--- src/rtl/cla8_sequencer.sv ---
// cla8_sequencer: sequential wrapper around an external combinational 8-bit
// carry-lookahead adder. It registers the operands onto the adder and waits a
// fixed number of clocks for the gates to settle. It then samples sum/carry,
// derives the status flags and flags any disagreement with a behavioural sum.
module cla8_sequencer #(
  parameter int SETTLE_CYCLES = 4,
  parameter int ERR_W         = 8
) (
  input  logic             clk,
  input  logic             rst,
  input  logic             in_valid,
  output logic             in_ready,
  input  logic [7:0]       in_a,
  input  logic [7:0]       in_b,
  input  logic             in_cin,
  output logic [7:0]       cla_a,
  output logic [7:0]       cla_b,
  output logic             cla_cin,
  input  logic [7:0]       cla_sum,
  input  logic             cla_cout,
  output logic             out_valid,
  input  logic             out_ready,
  output logic [7:0]       out_sum,
  output logic             out_cout,
  output logic             out_ovf,
  output logic             out_zero,
  output logic             out_mismatch,
  input  logic             err_clr,
  output logic [ERR_W-1:0] err_count
);

  // Counter just wide enough to hold SETTLE_CYCLES-1 (at least one bit).
  localparam int CW = (SETTLE_CYCLES > 1) ? $clog2(SETTLE_CYCLES) : 1;

  generate
    if (SETTLE_CYCLES < 1) begin : g_bad_settle
      $error("cla8_sequencer: SETTLE_CYCLES must be >= 1");
    end
  endgenerate

  typedef enum logic [1:0] {
    IDLE,
    SETTLE,
    HOLD
  } state_t;

  state_t     state;
  logic [CW-1:0] settle_cnt;
  logic [8:0] expected;

  // Values derived from the adder outputs, consumed at the sampling edge.
  logic       sample_now;
  logic       ovf_now;
  logic       zero_now;
  logic       mism_now;
  logic [8:0] expected_next;

  // Accept only in IDLE, and never while reset is held.
  assign in_ready = (state == IDLE) && !rst;

  // Combinational status derivation from the live adder outputs.
  always_comb begin
    sample_now    = 1'b0;
    ovf_now       = 1'b0;
    zero_now      = 1'b0;
    mism_now      = 1'b0;
    expected_next = '0;
    sample_now    = (state == SETTLE) && (settle_cnt == '0);
    ovf_now       = (cla_a[7] == cla_b[7]) && (cla_sum[7] != cla_a[7]);
    zero_now      = (cla_sum == 8'h00);
    mism_now      = ({cla_cout, cla_sum} != expected);
    expected_next = {1'b0, in_a} + {1'b0, in_b} + {8'h00, in_cin};
  end

  // Control FSM with registered adder drive and registered result outputs.
  always_ff @(posedge clk or posedge rst) begin
    if (rst) begin
      state        <= IDLE;
      settle_cnt   <= '0;
      expected     <= '0;
      cla_a        <= '0;
      cla_b        <= '0;
      cla_cin      <= 1'b0;
      out_valid    <= 1'b0;
      out_sum      <= '0;
      out_cout     <= 1'b0;
      out_ovf      <= 1'b0;
      out_zero     <= 1'b0;
      out_mismatch <= 1'b0;
    end else begin
      unique case (state)
        IDLE: begin
          if (in_valid) begin
            cla_a      <= in_a;
            cla_b      <= in_b;
            cla_cin    <= in_cin;
            expected   <= expected_next;
            settle_cnt <= CW'(SETTLE_CYCLES - 1);
            state      <= SETTLE;
          end
        end
        SETTLE: begin
          if (sample_now) begin
            out_sum      <= cla_sum;
            out_cout     <= cla_cout;
            out_zero     <= zero_now;
            out_ovf      <= ovf_now;
            out_mismatch <= mism_now;
            out_valid    <= 1'b1;
            state        <= HOLD;
          end else begin
            settle_cnt <= settle_cnt - CW'(1);
          end
        end
        HOLD: begin
          if (out_ready) begin
            out_valid <= 1'b0;
            state     <= IDLE;
          end
        end
        default: state <= IDLE;
      endcase
    end
  end

  // Saturating mismatch counter; a clear wins over a same-edge increment.
  always_ff @(posedge clk or posedge rst) begin
    if (rst) begin
      err_count <= '0;
    end else if (err_clr) begin
      err_count <= '0;
    end else if (sample_now && mism_now && (err_count != '1)) begin
      err_count <= err_count + ERR_W'(1);
    end
  end

endmodule
--- config.mk ---
export PLATFORM = sky130hd
export DESIGN_NAME = cla8_sequencer
export DESIGN_NICKNAME = d
export VERILOG_FILES = /design/src/rtl/cla8_sequencer.sv
export SDC_FILE = /design/constraint.sdc
export NUM_CORES = 1
export LEC_CHECK = 0
export ABC_AREA = 0
export CAP_MARGIN = 10
export CORE_AREA = 2 2 80 82
export DETAILED_ROUTE_END_ITERATION = 6
export DIE_AREA = 0 0 82 84
export GPL_TIMING_DRIVEN = 0
export PLACE_DENSITY = 0.73
export SYNTH_ARGS = -nofsm -noshare
export SYNTH_HDL_FRONTEND = slang
export SYNTH_SLANG_ARGS = --single-unit
--- constraint.sdc ---
create_clock -name clk -period 1.98 [get_ports clk]
set_clock_uncertainty 0.1 [all_clocks]
set_input_delay 0.297 -clock clk [delete_from_list [all_inputs] [get_ports clk]]
set_output_delay 0.297 -clock clk [all_outputs]
set_load 0.05 [all_outputs]
==> qor.txt <==
==========================================================================================
Pwr Density                                                                   1466 nW/um^2
Total of buffers placed on input and output ports                                       68
Switching Fraction                                                                  0.4683
Cells on worst reg2reg path                                                              7
Critical-path cell list                                                       buf_6 -> fa_2 -> fa_2 -> a21o_1 -> a21oi_2 -> nor2b_2 -> or4_1 -> nand3_2
Internal power contribution                                                       2.831 mW
Width of the chip                                                                    82 um
Number of clock sinks                                                                   51
Final weighted congestion in routability-driven placement                           0.7970
CTS root buffer                                                                   clkbuf_8
Avg Inst Size Synth                                                            8.916 sq um
Number of global-route vias before repair                                             2271
Most common cell after layout, fill and taps aside                                 nand2_1
Final critical-path required period                                               1.981 ns
Switching power total                                                             2.493 mW
Area delta synth->final                                                             38.98%
Capture point of the worst reg-to-reg path                                    err_count[1]
Final core utilization                                                              0.5956
Remaining routing DRC violations                                                         0
Failing checks                                                                negative setup slack
CP Max Fanout                                                                            3
Detailed placer's ending HPWL                                                      4688 um
Sequential fraction of design power                                                  0.327
Max-slew violation total from the final report                                           0
# nets final                                                                           418
Worst-case setup margin in the final layout                                   -0.0005473 ns
Worst slew pin tran                                                              0.5399 ns
Data arrival at the endpoint of the critical path                                  2.13 ns
Hold path start                                                                    in_b[0]
Total power after layout                                                          5.324 mW
Largest net degree at the start of global routing                                       43
Cell with the most instances on the worst path                                        fa_2
Maximum buffer depth of the clock tree                                                   2
Cts bufs inserted                                                                        5
Post-DR vias/cell                                                                    5.214
Worst Setup Slack post-DPL                                                      -0.7080 ns
Clock tree from TritonCTS                                                             done
Cell at the slowest stage of the critical path                                       or4_1
Detailed-router iteration count before antenna repair                                    5
Clock edge transition at the registers on the reported setup and hold paths        0.11 ns
1st-iter DRT viols                                                                     127
Setup violations, final                                                                  1
Final setup TNS                                                               -0.0005473 ns
Post-synthesis sequential element count                                                 51
Most frequent cells in the layout                                             nand2_1, clkdlybuf4s50_1, dfrtp_1
Initial core utilization                                                            0.4286
Mapped Cells                                                                           293
Die Outline Area                                                                6888 sq um
Placed cell area                                                                3425 sq um
Most common flop cell mapped by yosys                                              dfrtp_1
Final Hold Viols                                                                         0
Max-cap viol count                                                                       0
Wire length of the first global-routing pass                                      10610 um
Worst Hold Class                                                              primary input to register
Diode insertion count for antenna repair                                                 0
Run status                                                                    finished with violations
Count of standard-cell rows                                                             29
Netlist area before placement                                                   2613 sq um
H-tree depth                                                                             2
Crit path kind                                                                primary input to register
Worst Hold Depth                                                                         3
Quantity of hold-fixing buffers added after cts                                          0
Peak Freq                                                                        504.9 MHz
Total wire length                                                                  6397 um
Number of synthesized flops with an enable pin                                           0
Worst setup EP type                                                               register
Fraction of final layout cells sized beyond drive strength 1                        0.1220
Leftover overflow at the end of global routing                                           0
Ports placed on the boundary                                                            70
Worst slew slack as a fraction of its limit                                         0.6401
Share of synthesized area occupied by flip-flops and latches                        0.4885
Clk network pwr share                                                                0.142
Finished Cell Area                                                              3631 sq um
Setup repair after global routing missed its margin                                   true
Total vias in the final route                                                         2367
Latest clock arrival within the worst-skew pair                                    0.31 ns
Post-synthesis net count                                                               335
Delay of the slowest cell on the worst path                                        0.48 ns
Async SR Flop Fraction                                                               1.000
Combinational group share of total power                                             0.531
Post-route clock period utilization                                                  1.000
WHS Endpoint                                                                      cla_b[0]
GRT Resource Usage Total                                                            0.1949
Peak supply drop                                                                 0.7855 mV
Data required time at the worst endpoint                                           2.13 ns
R2R Path Start                                                                err_count[0]
Yosys synthesis warning count                                                            0
Die H                                                                                84 um
Static leakage power                                                              1.741 nW
Initial antenna violation count                                                          0
Detail-routed net length per standard cell                                        14.09 um
Count of cell types in the netlist                                                      48
Minimum setup slack among reg-to-reg paths                                         0.07 ns
Area of the core                                                                6096 sq um
Nature of the critical path startpoint                                        primary input
DRT antenna net count                                                                    0
==========================================================================================
## per-stage QoR
step | hold WS, ns | instances
3_5_place_dp | 0.3616 | 439
2_1_floorplan | 0.2833 | 293
4_1_cts | 0.1204 | 449
3_3_place_gp | 0.3618 | 438
5_1_grt | 0.08705 | 454
6_report | 0.07936 | 454
## power by group through the flow
stage	Clock (mW)	Combinational [mW]	Sequential [mW]
after floorplan	0	0.897	2.72
after global placement	0	2.75	1.75
after detailed placement	0	2.82	1.75
after CTS	0.763	2.83	1.74
after global routing	0.816	3.06	1.79
final	0.756	2.83	1.74
## final cells by class
cell class	count	area (sq um)
Fill cell	559	2465
Multi-Input combinational cell	222	1287
Clock buffer	5	68.82
Inverter	8	30.03
Tap cell	77	96.34
Buffer	12	60.06
Clock inverter	3	46.29
Timing Repair Buffer	76	764.5
Sequential cell	51	1277
## critical path: cells and delay by family
family                   cells  cell delay [ns]
AO/OA/AOI/OAI                2             0.32
AND/OR/NAND/NOR              3             0.62
adder cells (fa/ha/maj)      2             0.79
buffers and inverters        1             0.10
## logic make-up (layout without fill, tap and decap cells)
family / count (synthesis) / after routing / share of synthesized area
compound gates: 41 / 41 / 0.09340
xor+xnor: 11 / 11 / 0.03688
fa+ha+maj: 11 / 11 / 0.05843
buf+inv: 20 / 104 / 0.03448
flops: 51 / 51 / 0.4885
mux: 4 / 4 / 0.01772
simple gates: 155 / 155 / 0.2706
## worst max-delay path by stage
stage	start	end	slack [ns]	depth (start not counted)
finish	in_b[0]	expected[6]	-0.0005	8
CTS	in_b[1]	expected[7]	0.0004	7
floorplan	in_cin	expected[6]	-0.09	7
detailed placement	in_cin	expected[8]	-0.71	8
global placement	rst	err_count[0]	-0.85	2
global route	in_b[0]	expected[6]	-0.07	8
## synthesized netlist by cell type, types with 3 or more instances
library cell	n	area, sq um
a21oi_1	11	55.05
o31ai_1	3	22.52
or3_1	5	31.28
nand3b_1	3	22.52
ha_1	9	112.6
xnor2_1	10	87.58
inv_1	7	26.28
nand2_1	99	371.6
o21ai_0	16	80.08
nand4_1	5	31.28
nor2_1	10	37.54
dfrtp_1	51	1276
nor2b_1	4	25.02
buf_2	6	30.03
clkbuf_1	4	15.01
nor3_1	7	35.03
nand3_1	5	25.02
## what timing repair did
action | CTS | global route
pin swaps | 5 | 8
gates resized for setup | 14 | 21
gates cloned | 0 | 0
endpoints found under the setup margin | 7 | 12
buffers inserted | 2 | 5
## per-layer routing
metal / track usage / up-vias / share of wire
met2: 0.3259 / 69 / 0.51
met5: 0 / - / 0
met3: 0.03788 / 5 / 0.058
li1: - / 1153 / -
met1: 0.2593 / 1140 / 0.43
met4: 0.04242 / 0 / 0.0059
## flip-flops by register name, summed over array words and instances (netlist names)
name	cells
out_cout	1
settle_cnt	2
state	2
err_count	8
cla_b	8
cla_a	8
out_zero	1
out_ovf	1
out_sum	8
out_valid	1
cla_cin	1
expected	9
out_mismatch	1
No activity file was read; power rests on OpenSTA's default activity.
